$ cat src/rtl/rv_muldiv_pkg.sv
// Shared definitions for the RV32M iterative multiply/divide unit:
// funct3 encodings, decode constants, FSM state type and signedness helpers.
package rv_muldiv_pkg;

  // M-extension funct3 encodings
  localparam logic [2:0] MD_MUL    = 3'b000;
  localparam logic [2:0] MD_MULH   = 3'b001;
  localparam logic [2:0] MD_MULHSU = 3'b010;
  localparam logic [2:0] MD_MULHU  = 3'b011;
  localparam logic [2:0] MD_DIV    = 3'b100;
  localparam logic [2:0] MD_DIVU   = 3'b101;
  localparam logic [2:0] MD_REM    = 3'b110;
  localparam logic [2:0] MD_REMU   = 3'b111;

  // Decode constants used by ID to qualify 'start'
  localparam logic [6:0] OPC_OP    = 7'b0110011;
  localparam logic [6:0] F7_MULDIV = 7'b0000001;

  typedef enum logic [1:0] {
    IDLE = 2'b00,
    CALC = 2'b01,
    FIX  = 2'b10,
    DONE = 2'b11
  } md_state_e;

  // rs1 is treated as signed for MUL, MULH, MULHSU, DIV and REM
  function automatic logic op_a_signed(input logic [2:0] f3);
    logic sgn;
    case (f3)
      MD_MUL, MD_MULH, MD_MULHSU, MD_DIV, MD_REM: sgn = 1'b1;
      default:                                   sgn = 1'b0;
    endcase
    return sgn;
  endfunction

  // rs2 is treated as signed for MUL, MULH, DIV and REM
  function automatic logic op_b_signed(input logic [2:0] f3);
    logic sgn;
    case (f3)
      MD_MUL, MD_MULH, MD_DIV, MD_REM: sgn = 1'b1;
      default:                         sgn = 1'b0;
    endcase
    return sgn;
  endfunction

endpackage

$ cat src/rtl/ex_muldiv_unit.sv
// EX-stage iterative RV32M multiply/divide unit.
// Radix-2: 32 shift-add / restoring-divide iterations on operand magnitudes,
// followed by one sign-fix cycle. Divide-by-zero and signed overflow are
// resolved in the start cycle without stalling the pipeline.
module ex_muldiv_unit
  import rv_muldiv_pkg::*;
#(
  parameter int unsigned XLEN  = 32,
  parameter int unsigned CNT_W = 5
) (
  input  logic              clk,
  input  logic              reset,
  input  logic              flush,
  input  logic              start,
  input  logic [2:0]        funct3,
  input  logic [XLEN-1:0]   op_a,
  input  logic [XLEN-1:0]   op_b,
  input  logic [4:0]        rd_in,
  output logic              busy,
  output logic              done,
  output logic [XLEN-1:0]   result,
  output logic [4:0]        rd_out
);

  // Registered state
  md_state_e          state_q, state_d;
  logic [CNT_W-1:0]   cnt_q, cnt_d;
  logic [2*XLEN-1:0]  acc_q, acc_d;      // product, or {remainder, quotient}
  logic [XLEN-1:0]    opnd_q, opnd_d;    // multiplicand or divisor magnitude
  logic [2:0]         f3_q, f3_d;
  logic [4:0]         rd_q, rd_d;
  logic               neg_res_q, neg_res_d;  // negate product / quotient
  logic               neg_rem_q, neg_rem_d;  // negate remainder
  logic               done_q, done_d;
  logic [XLEN-1:0]    result_q, result_d;
  logic [4:0]         rd_out_q, rd_out_d;

  // Start-cycle operand decode
  logic               a_neg_s, b_neg_s;
  logic [XLEN-1:0]    a_mag_s, b_mag_s;
  logic               is_div_s, div_zero_s, ovf_s, fast_s;
  logic [XLEN-1:0]    fast_res_s;

  // Iteration datapath
  logic [XLEN:0]      mul_sum_s;
  logic [2*XLEN-1:0]  mul_next_s;
  logic [XLEN:0]      div_sh_s, div_diff_s;
  logic [2*XLEN-1:0]  div_next_s;

  // Sign fix datapath
  logic [2*XLEN-1:0]  prod_fix_s;
  logic [XLEN-1:0]    quot_fix_s, rem_fix_s, fix_res_s;

  assign a_neg_s = op_a_signed(funct3) & op_a[XLEN-1];
  assign b_neg_s = op_b_signed(funct3) & op_b[XLEN-1];
  assign a_mag_s = a_neg_s ? (~op_a + XLEN'(1)) : op_a;
  assign b_mag_s = b_neg_s ? (~op_b + XLEN'(1)) : op_b;

  assign is_div_s   = funct3[2];
  assign div_zero_s = (op_b == {XLEN{1'b0}});
  assign ovf_s      = ((funct3 == MD_DIV) || (funct3 == MD_REM)) &&
                      (op_a == {1'b1, {(XLEN-1){1'b0}}}) &&
                      (op_b == {XLEN{1'b1}});
  assign fast_s     = is_div_s & (div_zero_s | ovf_s);

  // Fast-path result: funct3[1] selects remainder over quotient
  always_comb begin
    fast_res_s = {XLEN{1'b0}};
    if (div_zero_s) begin
      fast_res_s = funct3[1] ? op_a : {XLEN{1'b1}};
    end else begin
      fast_res_s = funct3[1] ? {XLEN{1'b0}} : {1'b1, {(XLEN-1){1'b0}}};
    end
  end

  // One shift-add step: add multiplicand when the low multiplier bit is set,
  // then shift the whole 64-bit accumulator right including the carry.
  assign mul_sum_s  = {1'b0, acc_q[2*XLEN-1:XLEN]} +
                      (acc_q[0] ? {1'b0, opnd_q} : {(XLEN+1){1'b0}});
  assign mul_next_s = {mul_sum_s, acc_q[XLEN-1:1]};

  // One restoring-divide step: shift in the next dividend bit, trial-subtract
  assign div_sh_s   = acc_q[2*XLEN-1:XLEN-1];
  assign div_diff_s = div_sh_s - {1'b0, opnd_q};

  // Keep the difference when the trial subtraction did not borrow
  always_comb begin
    div_next_s = {2*XLEN{1'b0}};
    if (!div_diff_s[XLEN]) begin
      div_next_s = {div_diff_s[XLEN-1:0], acc_q[XLEN-2:0], 1'b1};
    end else begin
      div_next_s = {div_sh_s[XLEN-1:0], acc_q[XLEN-2:0], 1'b0};
    end
  end

  assign prod_fix_s = neg_res_q ? (~acc_q + (2*XLEN)'(1)) : acc_q;
  assign quot_fix_s = neg_res_q ? (~acc_q[XLEN-1:0] + XLEN'(1)) : acc_q[XLEN-1:0];
  assign rem_fix_s  = neg_rem_q ? (~acc_q[2*XLEN-1:XLEN] + XLEN'(1))
                                : acc_q[2*XLEN-1:XLEN];

  // Select the architectural result from the sign-corrected datapath
  always_comb begin
    case (f3_q)
      MD_MUL:                       fix_res_s = prod_fix_s[XLEN-1:0];
      MD_MULH, MD_MULHSU, MD_MULHU: fix_res_s = prod_fix_s[2*XLEN-1:XLEN];
      MD_DIV, MD_DIVU:              fix_res_s = quot_fix_s;
      MD_REM, MD_REMU:              fix_res_s = rem_fix_s;
      default:                      fix_res_s = {XLEN{1'b0}};
    endcase
  end

  // Stall request is combinational so it covers the start cycle itself
  assign busy = ~reset & ((state_q == CALC) || (state_q == FIX) ||
                          (((state_q == IDLE) || (state_q == DONE)) & start & ~fast_s));

  // Next-state logic; flush wins over every state and over a same-cycle start
  always_comb begin
    state_d   = state_q;
    cnt_d     = cnt_q;
    acc_d     = acc_q;
    opnd_d    = opnd_q;
    f3_d      = f3_q;
    rd_d      = rd_q;
    neg_res_d = neg_res_q;
    neg_rem_d = neg_rem_q;
    done_d    = 1'b0;
    result_d  = result_q;
    rd_out_d  = rd_out_q;
    if (flush) begin
      state_d = IDLE;
    end else begin
      case (state_q)
        IDLE, DONE: begin
          if (start) begin
            f3_d = funct3;
            rd_d = rd_in;
            if (fast_s) begin
              state_d  = DONE;
              done_d   = 1'b1;
              result_d = fast_res_s;
              rd_out_d = rd_in;
            end else begin
              state_d   = CALC;
              cnt_d     = {CNT_W{1'b0}};
              neg_res_d = a_neg_s ^ b_neg_s;
              neg_rem_d = is_div_s & a_neg_s;
              if (is_div_s) begin
                acc_d  = {{XLEN{1'b0}}, a_mag_s};
                opnd_d = b_mag_s;
              end else begin
                acc_d  = {{XLEN{1'b0}}, b_mag_s};
                opnd_d = a_mag_s;
              end
            end
          end else begin
            state_d = IDLE;
          end
        end
        CALC: begin
          acc_d = f3_q[2] ? div_next_s : mul_next_s;
          if (cnt_q == CNT_W'(XLEN-1)) begin
            state_d = FIX;
          end else begin
            cnt_d = cnt_q + CNT_W'(1);
          end
        end
        FIX: begin
          state_d  = DONE;
          done_d   = 1'b1;
          result_d = fix_res_s;
          rd_out_d = rd_q;
        end
        default: begin
          state_d = IDLE;
        end
      endcase
    end
  end

  // State and output registers with synchronous reset
  always_ff @(posedge clk) begin
    if (reset) begin
      state_q   <= IDLE;
      cnt_q     <= {CNT_W{1'b0}};
      acc_q     <= {2*XLEN{1'b0}};
      opnd_q    <= {XLEN{1'b0}};
      f3_q      <= 3'b000;
      rd_q      <= 5'd0;
      neg_res_q <= 1'b0;
      neg_rem_q <= 1'b0;
      done_q    <= 1'b0;
      result_q  <= {XLEN{1'b0}};
      rd_out_q  <= 5'd0;
    end else begin
      state_q   <= state_d;
      cnt_q     <= cnt_d;
      acc_q     <= acc_d;
      opnd_q    <= opnd_d;
      f3_q      <= f3_d;
      rd_q      <= rd_d;
      neg_res_q <= neg_res_d;
      neg_rem_q <= neg_rem_d;
      done_q    <= done_d;
      result_q  <= result_d;
      rd_out_q  <= rd_out_d;
    end
  end

  assign done   = done_q;
  assign result = result_q;
  assign rd_out = rd_out_q;

endmodule

$ cat config.mk
export PLATFORM = sky130hd
export DESIGN_NAME = ex_muldiv_unit
export DESIGN_NICKNAME = d
export VERILOG_FILES = /design/src/rtl/rv_muldiv_pkg.sv /design/src/rtl/ex_muldiv_unit.sv
export SDC_FILE = /design/constraint.sdc
export NUM_CORES = 1
export LEC_CHECK = 0
export ABC_CLOCK_PERIOD_IN_PS = 10400
export BUFFER_PORTS_ARGS = -buffer_cell sky130_fd_sc_hd__buf_4
export CORE_ASPECT_RATIO = 1.75
export CORE_UTILIZATION = 43
export CTS_CLUSTER_DIAMETER = 40
export CTS_CLUSTER_SIZE = 10
export DETAILED_ROUTE_END_ITERATION = 12
export PLACE_DENSITY = 0.71
export SETUP_SLACK_MARGIN = 0.15
export SLEW_MARGIN = 5
export SYNTH_ARGS = -nofsm -noshare
export SYNTH_HDL_FRONTEND = slang
export SYNTH_SLANG_ARGS = --single-unit
$ cat constraint.sdc
create_clock -name clk -period 10.4 [get_ports clk]
set_input_delay 0.52 -clock clk [delete_from_list [all_inputs] [get_ports clk]]
set_output_delay 0.52 -clock clk [all_outputs]
set_load 0.005 [all_outputs]
==> results.md, run 1 <==
- Drt wl/cell: 23.8 µm
- ANT nets after route: 0
- Post-synth EDFFs: 0
- Crit path max fanout: 49
- Pwr dens: 108 nW/µm²
- R2r setup slk: 5.98 ns
- Clock root cell: clkbuf_16
- Outcome: complete, no violations
- Placed cells: 2,586
- Reg2reg end: acc_q[63]
- GR Layer Usage met1: 36.8%
- First-pass GRT wire length: 94,300 µm
- Crit Path Category: register to register
- Initial antenna violation count: 0
- Top Usage Layer GRT: met2
- Synthesized Nets: 2,286
- Layout filler cell count: 3,515
- Vias in the first global route: 16,100
- DR pass1 iterations: 6
- Syn. warnings: 0
- WP data required: 10.75 ns
- Initial DRC Count: 1,550
- Fin crit share: 42.5%
- Post-CTS Setup Bufs: 0
- Max Cap Viol: 0
- Final WS setup: 5.98 ns
- Port Buffer Count: 114
- Clk_lat worst skew: 0.46 ns
- Sink Count: 151
- Cells after Synth: 2,135
- Startpoint types: register
- NumNets Final: 2,296
- Drt total wl: 62,300 µm
- Arrival time worst endpoint: 4.77 ns
- Final setup TNS: 0 ns
- Fin crit period: 4.42 ns
- Die Y-Extent: 250 µm
- Layout cells sized above 1: 10.4%
- RePlAce Congestion: 0.989
- Worst-case reg-to-reg path depth: 13
- H-tree depth: 4
- Synthesis-to-layout area growth: 10.9%
- Max IR drop VDD: 0.121 mV
- PnR Total Power: 1810 µW
- Flops & latches, synth: 151
- Syn Area/Cell: 7.08 µm²
- Min Hold Slack: 0.322 ns
- Setup Slack @ Placement: 5.96 ns
- Commonest non-fill, non-tap cell in the layout: nor2_1
- Hpwl dp: 48,300 µm
- Post-CTS Hold Buffers: 0
- Asr flop ratio synth: 0%
- Via density: 6.44
- Hold crit path type: input port to register
- GR Overflow Total: 0
- DRC: 0
- CORE AREA: 34,600 µm²
- CTS tree: yes
- HP Start: rd_in[0]
- Pins Over Slew Limit: 0
- # rows: 90
- Seq/Total Area, Yosys: 20.0%
- Slew headroom: 18.4%
- Yosys cell types: 78
- DIE WIDTH: 144 µm
- Vias: 16,900
- Die area: 35,900 µm²
- IO Pins: 115
- Worst slew pin tran: 1.22 ns
- Reg clk slew, reported paths: 0.07 ns
- Max Clk Rate: 226 MHz
- Clock skew: 0.0111 ns
- Most frequent cells in the layout: 244 x nor2_1, 225 x nand2_1, 153 x a21oi_1
- Worst R2R Start: acc_q[31]
- Final count of negative-setup-slack endpoints: 0
- Final std cells w/o fill: 2,618
- Synthesized area: 15,100 µm²
- Initial core utilization: 43.7%
- Largest net degree at the start of global routing: 104
- Met3 usage: 4.62%
- CTS max path bufs: 2
- Total GRT Usage: 34.9%
- PostCTS Resize Cnt: 0
- N_diodes: 0
- Leak Pwr: 0.00649 µW
- Hold endpoint: rd_q[0]
- RSZ-0062 raised after global routing: false
- Worst Setup End Kind: register
- WHS Path Cells: 3
- Most used DFF post-synth: dfxtp_1
- Grt met2 use: 60.8%
- CTS Buf Count: 17
- Final Hold Fails: 0
==> flip-flops by register name, indices dropped and copies added (netlist names), 2 cells and up <==
register  count
acc_q        64
opnd_q       32
result       32
cnt_q         5
rd_out        5
rd_q          5
f3_q          3
state_q       2
==> per-stage QoR <==
stage | util (%) | instance area, µm²
floorplan | - | 15100
global placement | 46.8 | 16200
detailed placement | 46.8 | 16200
CTS | 48.5 | 16800
global route | 48.5 | 16800
finish | 48.5 | 16800
==> cell families (layout without fill, tap and decap cells) <==
| group | after synthesis | in the layout | share of synthesized area, % |
|---|---|---|---|
| fa+ha+maj | 75 | 75 | 6.31 |
| simple gates | 777 | 777 | 24.2 |
| mux | 66 | 66 | 4.52 |
| buf+inv | 221 | 244 | 5.66 |
| compound gates | 668 | 668 | 29.1 |
| flops | 151 | 151 | 20.0 |
| xor+xnor | 177 | 177 | 10.3 |
==> synth_stat cells (7+ instances only) <==
cell,count,area (µm²)
buf_1,13,48.8
nor2_1,247,927
o21bai_1,10,75.1
nand2b_1,32,200
nor3_1,68,340
nor2b_1,11,68.8
a211oi_1,63,473
or3_1,17,106
buf_2,11,55.1
mux2_2,18,203
nand2_1,225,845
a21o_1,29,218
a31oi_1,21,131
or4_1,23,173
xnor2_1,95,832
o21a_1,18,135
a211o_1,7,61.3
xor2_1,82,718
o221ai_1,11,96.3
a22oi_1,24,180
o21ai_0,150,751
a32oi_1,7,61.3
a221o_1,7,70.1
a21oi_1,153,766
nand4_1,18,113
and3_1,15,93.8
clkbuf_1,124,465
mux2i_1,48,480
nand3b_1,8,60.1
nand3_1,44,220
nor4_1,21,131
o31ai_1,25,188
o41ai_1,22,193
dfxtp_1,151,3020
a311oi_1,23,201
o22ai_1,15,93.8
ha_1,73,913
o211ai_1,39,293
inv_1,69,259
or2_2,17,106
==> per-layer routing <==
layer / up-vias / wire (µm)
met3: 273 / 3860
li1: 7819 / -
met1: 7917 / 21800
met2: 852 / 31100
met4: 0 / 5570
met5: - / 0
==> cell type report <==
cell class	count	area (µm²)	share of cell area, %
Multi-Input combinational cell	1763	11300	67.2
Sequential cell	151	3020	18.0
Timing Repair Buffer	141	1060	6.32
Tap cell	460	576	3.43
Clock buffer	20	437	2.61
Inverter	71	267	1.59
Clock inverter	12	143	0.851
==> power by group <==
group          leakage (µW)  internal (µW)  switching (µW)
clock network      0.000274            357             278
registers           0.00123            602            39.4
logic               0.00498            196             335
==> worst max-delay path by stage <==
stage / start / endpoint / slack (ns) / depth (start not counted)
after global routing: acc_q[31] / acc_q[63] / 5.86 / 13
after global placement: op_a[11] / acc_q[50] / 6.06 / 11
after floorplan: acc_q[31] / acc_q[57] / 6.83 / 13
after detailed placement: op_a[13] / acc_q[61] / 5.96 / 11
final: acc_q[31] / acc_q[63] / 5.98 / 13
after CTS: acc_q[31] / acc_q[63] / 6.04 / 13
==> critical path: stages, from the launching register on <==
cell      delay [ns]
dfxtp_1         0.49
inv_1           0.17
ha_1            0.26
fa_1            0.39
nand2b_1        0.20
a211o_1         0.34
a211o_1         0.31
a21oi_1         0.39
a211oi_1        0.20
xnor2_2         0.15
buf_4           0.55
o221ai_1        0.25
a221o_1         0.38
a32o_1          0.21
No activity file was read; power rests on OpenSTA's default activity.
==> run 2: changes to the inputs <==
--- a/config.mk
+++ b/config.mk
@@ -5,14 +5,14 @@
 export SDC_FILE = /design/constraint.sdc
 export NUM_CORES = 1
 export LEC_CHECK = 0
-export ABC_CLOCK_PERIOD_IN_PS = 10400
+export ABC_CLOCK_PERIOD_IN_PS = 3670
 export BUFFER_PORTS_ARGS = -buffer_cell sky130_fd_sc_hd__buf_4
 export CORE_ASPECT_RATIO = 1.75
 export CORE_UTILIZATION = 43
 export CTS_CLUSTER_DIAMETER = 40
 export CTS_CLUSTER_SIZE = 10
 export DETAILED_ROUTE_END_ITERATION = 12
-export PLACE_DENSITY = 0.71
+export PLACE_DENSITY = 0.74
 export SETUP_SLACK_MARGIN = 0.15
 export SLEW_MARGIN = 5
 export SYNTH_ARGS = -nofsm -noshare
==> constraint.sdc (replaced) <==
create_clock -name clk -period 3.67 [get_ports clk]
set_input_delay 0.1835 -clock clk [delete_from_list [all_inputs] [get_ports clk]]
set_output_delay 0.1835 -clock clk [all_outputs]
set_load 0.005 [all_outputs]
==> run 2 against run 1 <==
Against the previous run: die area unchanged; register-to-register slack worse by 5.8 ns; flip-flop and latch count unchanged; total power rose to 2.9 times the previous value; fmax up 28%; sequential power rose to 2.8 times the previous value; non-clock buffer count up 149; worst setup slack worse by 5.8 ns; cell count up 5.6%; global-route usage up 1.0 points; via count up 4.1%; largest cell class unchanged.
==> results.md, run 2 (synthesis gave the netlist of run 1 again) <==
- Outcome: complete, no violations (unchanged)
- WP data required: 3.97 ns (was 10.75 ns)
- Clock root cell: clkbuf_16 (unchanged)
- Initial core utilization: 43.7% (unchanged)
- Commonest non-fill, non-tap cell in the layout: buf_4 (was nor2_1)
- CORE AREA: 34,600 µm² (unchanged)
- Via density: 6.35 (was 6.44)
- Sink Count: 151 (unchanged)
- CTS max path bufs: 2 (unchanged)
- Clock skew: 0.0130 ns (was 0.0111 ns)
- Setup Slack @ Placement: -0.205 ns (was 5.96 ns)
- First-pass GRT wire length: 97,000 µm (was 94,300 µm)
- Worst setup endpoint: result[19] (was acc_q[63])
- Crit Path Category: register to register (unchanged)
- NumNets Final: 2,445 (was 2,296)
- # rows: 90 (unchanged)
- Die Y-Extent: 250 µm (unchanged)
- Reg clk slew, reported paths: 0.07 ns (about the same)
- Final count of negative-setup-slack endpoints: 0 (unchanged)
- Fin crit period: 3.45 ns (was 4.42 ns)
- Largest net degree at the start of global routing: 87 (was 104)
- Leak Pwr: 0.00730 µW (was 0.00649 µW)
- Worst slew pin tran: 0.998 ns (was 1.22 ns)
- Pins Over Slew Limit: 0 (unchanged)
- H-tree depth: 4 (unchanged)
- Port Buffer Count: 114 (unchanged)
- ANT nets after route: 0 (unchanged)
- Startpoint types: register (unchanged)
- Max Cap Viol: 0 (unchanged)
- Hold crit path type: input port to register (unchanged)
- Fin crit share: 94.1% (was 42.5%)
- Drt total wl: 64,200 µm (was 62,300 µm)
- Layout cells sized above 1: 17.1% (was 10.4%)
- Max IR drop VDD: 0.343 mV (was 0.121 mV)
- Final Hold Fails: 0 (unchanged)
- Final WS setup: 0.216 ns (was 5.98 ns)
- Post-layout util: 52.4% (was 48.5%)
- Max Clk Rate: 290 MHz (was 226 MHz)
- Max reg flops: 64 (unchanged)
- Worst-case reg-to-reg path depth: 10 (was 13)
- DRC: 0 (unchanged)
- Hpwl dp: 50,500 µm (was 48,300 µm)
- RePlAce Congestion: 1.03 (was 0.989)
- WHS Path Cells: 3 (unchanged)
- Vias: 17,500 (was 16,900)
- Synthesis-to-layout area growth: 19.9% (was 10.9%)
- Clk_lat worst skew: 0.46 ns (about the same)
- Initial antenna violation count: 0 (unchanged)
- Crit path max fanout: 5 (was 49)
- Drt wl/cell: 23.2 µm (was 23.8 µm)
- R2r setup slk: 0.22 ns (was 5.98 ns)
- Reg2reg end: result[19] (was acc_q[63])
- CTS Buf Count: 17 (unchanged)
- Vias in the first global route: 17,100 (was 16,100)
- Worst Setup End Kind: register (unchanged)
- CTS tree: yes (unchanged)
- Most frequent cells in the layout: 276 x buf_4, 245 x nor2_1, 225 x nand2_1 (was 244 x nor2_1, 225 x nand2_1, 153 x a21oi_1)
- Total GRT Usage: 36.0% (was 34.9%)
- DR pass1 iterations: 5 (was 6)
- Layout filler cell count: 3,368 (was 3,515)
- Pwr dens: 288 nW/µm² (was 108 nW/µm²)
- GR Overflow Total: 0 (unchanged)
- N_diodes: 0 (unchanged)
- Initial DRC Count: 1,389 (was 1,550)
- Register bank with the most flops: acc_q (unchanged)
- RSZ-0062 raised after global routing: true (was false)
- Min Hold Slack: 0.0332 ns (was 0.322 ns)
- IO Pins: 115 (unchanged)
- DIE WIDTH: 144 µm (unchanged)
- Crit. Startpoint: acc_q[32] (was acc_q[31])
- Arrival time worst endpoint: 3.75 ns (was 4.77 ns)
- Worst R2R Start: acc_q[32] (was acc_q[31])
- Slew headroom: 33.5% (was 18.4%)
- Die area: 35,900 µm² (unchanged)
## run 2: cell type report
| class | instances | area, µm² | area share (%) |
|---|---|---|---|
| clock buffer | 18 | 439 | 2.43 |
| clock inverter | 12 | 120 | 0.663 |
| inverter | 71 | 267 | 1.47 |
| multi-input combinational | 1763 | 11400 | 62.8 |
| sequential | 151 | 3030 | 16.7 |
| tap | 460 | 576 | 3.18 |
| timing repair buffer | 290 | 2300 | 12.7 |
## run 2: power breakdown
part | switching, µW | total (µW) | internal [µW]
clock network | 803 | 1760 | 953
logic | 1000 | 1670 | 666
registers | 86.1 | 1790 | 1710
total | 1890 | 5220 | 3330
## run 2: through the flow
step           setup TNS, ns  power [µW]  cell area, µm²  std cells
6_report                   0        5220           18100       2765
5_1_grt                    0        5430           18100       2765
4_1_cts                    0        5140           17900       2755
3_5_place_dp          -0.225        3380           17200       2717
3_3_place_gp          -0.211        3360           17200       2717
2_1_floorplan              0        2810           15100       2135
## run 2: worst min-delay path by stage
stage	from	end	slack, ns
2_1_floorplan	rd_in[0]	rd_q[0]	0.32
3_3_place_gp	opnd_q[24]	opnd_q[24]	0.44
3_5_place_dp	opnd_q[4]	opnd_q[4]	0.45
4_1_cts	funct3[0]	f3_q[0]	0.007
5_1_grt	funct3[0]	f3_q[0]	0.05
6_report	funct3[0]	f3_q[0]	0.03
## run 2: critical path, cell delays in order, from the launching register on
cell      delay (ns)
dfxtp_2         0.35
buf_4           0.15
or4_4           0.56
or4_4           0.45
or4_4           0.51
buf_4           0.18
o31ai_2         0.24
xnor2_1         0.16
o221ai_1        0.18
a221oi_2        0.43
nor3_1          0.09
## run 2: repair_timing
item | in CTS | in global routing
endpoints found under the setup margin | 3 | 22
buffers inserted | 3 | 9
pin swaps | 3 | 7
gates cloned | 0 | 1
hold buffers | 5 | 0
resized for setup | 5 | 27
hold endpoints to repair | 5 | 0
## run 2: per-layer routing
layer  part of all wire (%)  up-vias  track usage [%]
met5                      0        -                0
met4                    9.8        0             31.7
met3                    5.7      297             4.41
met2                     50      877             63.6
met1                     34     8259             36.5
li1                       -     8112                -
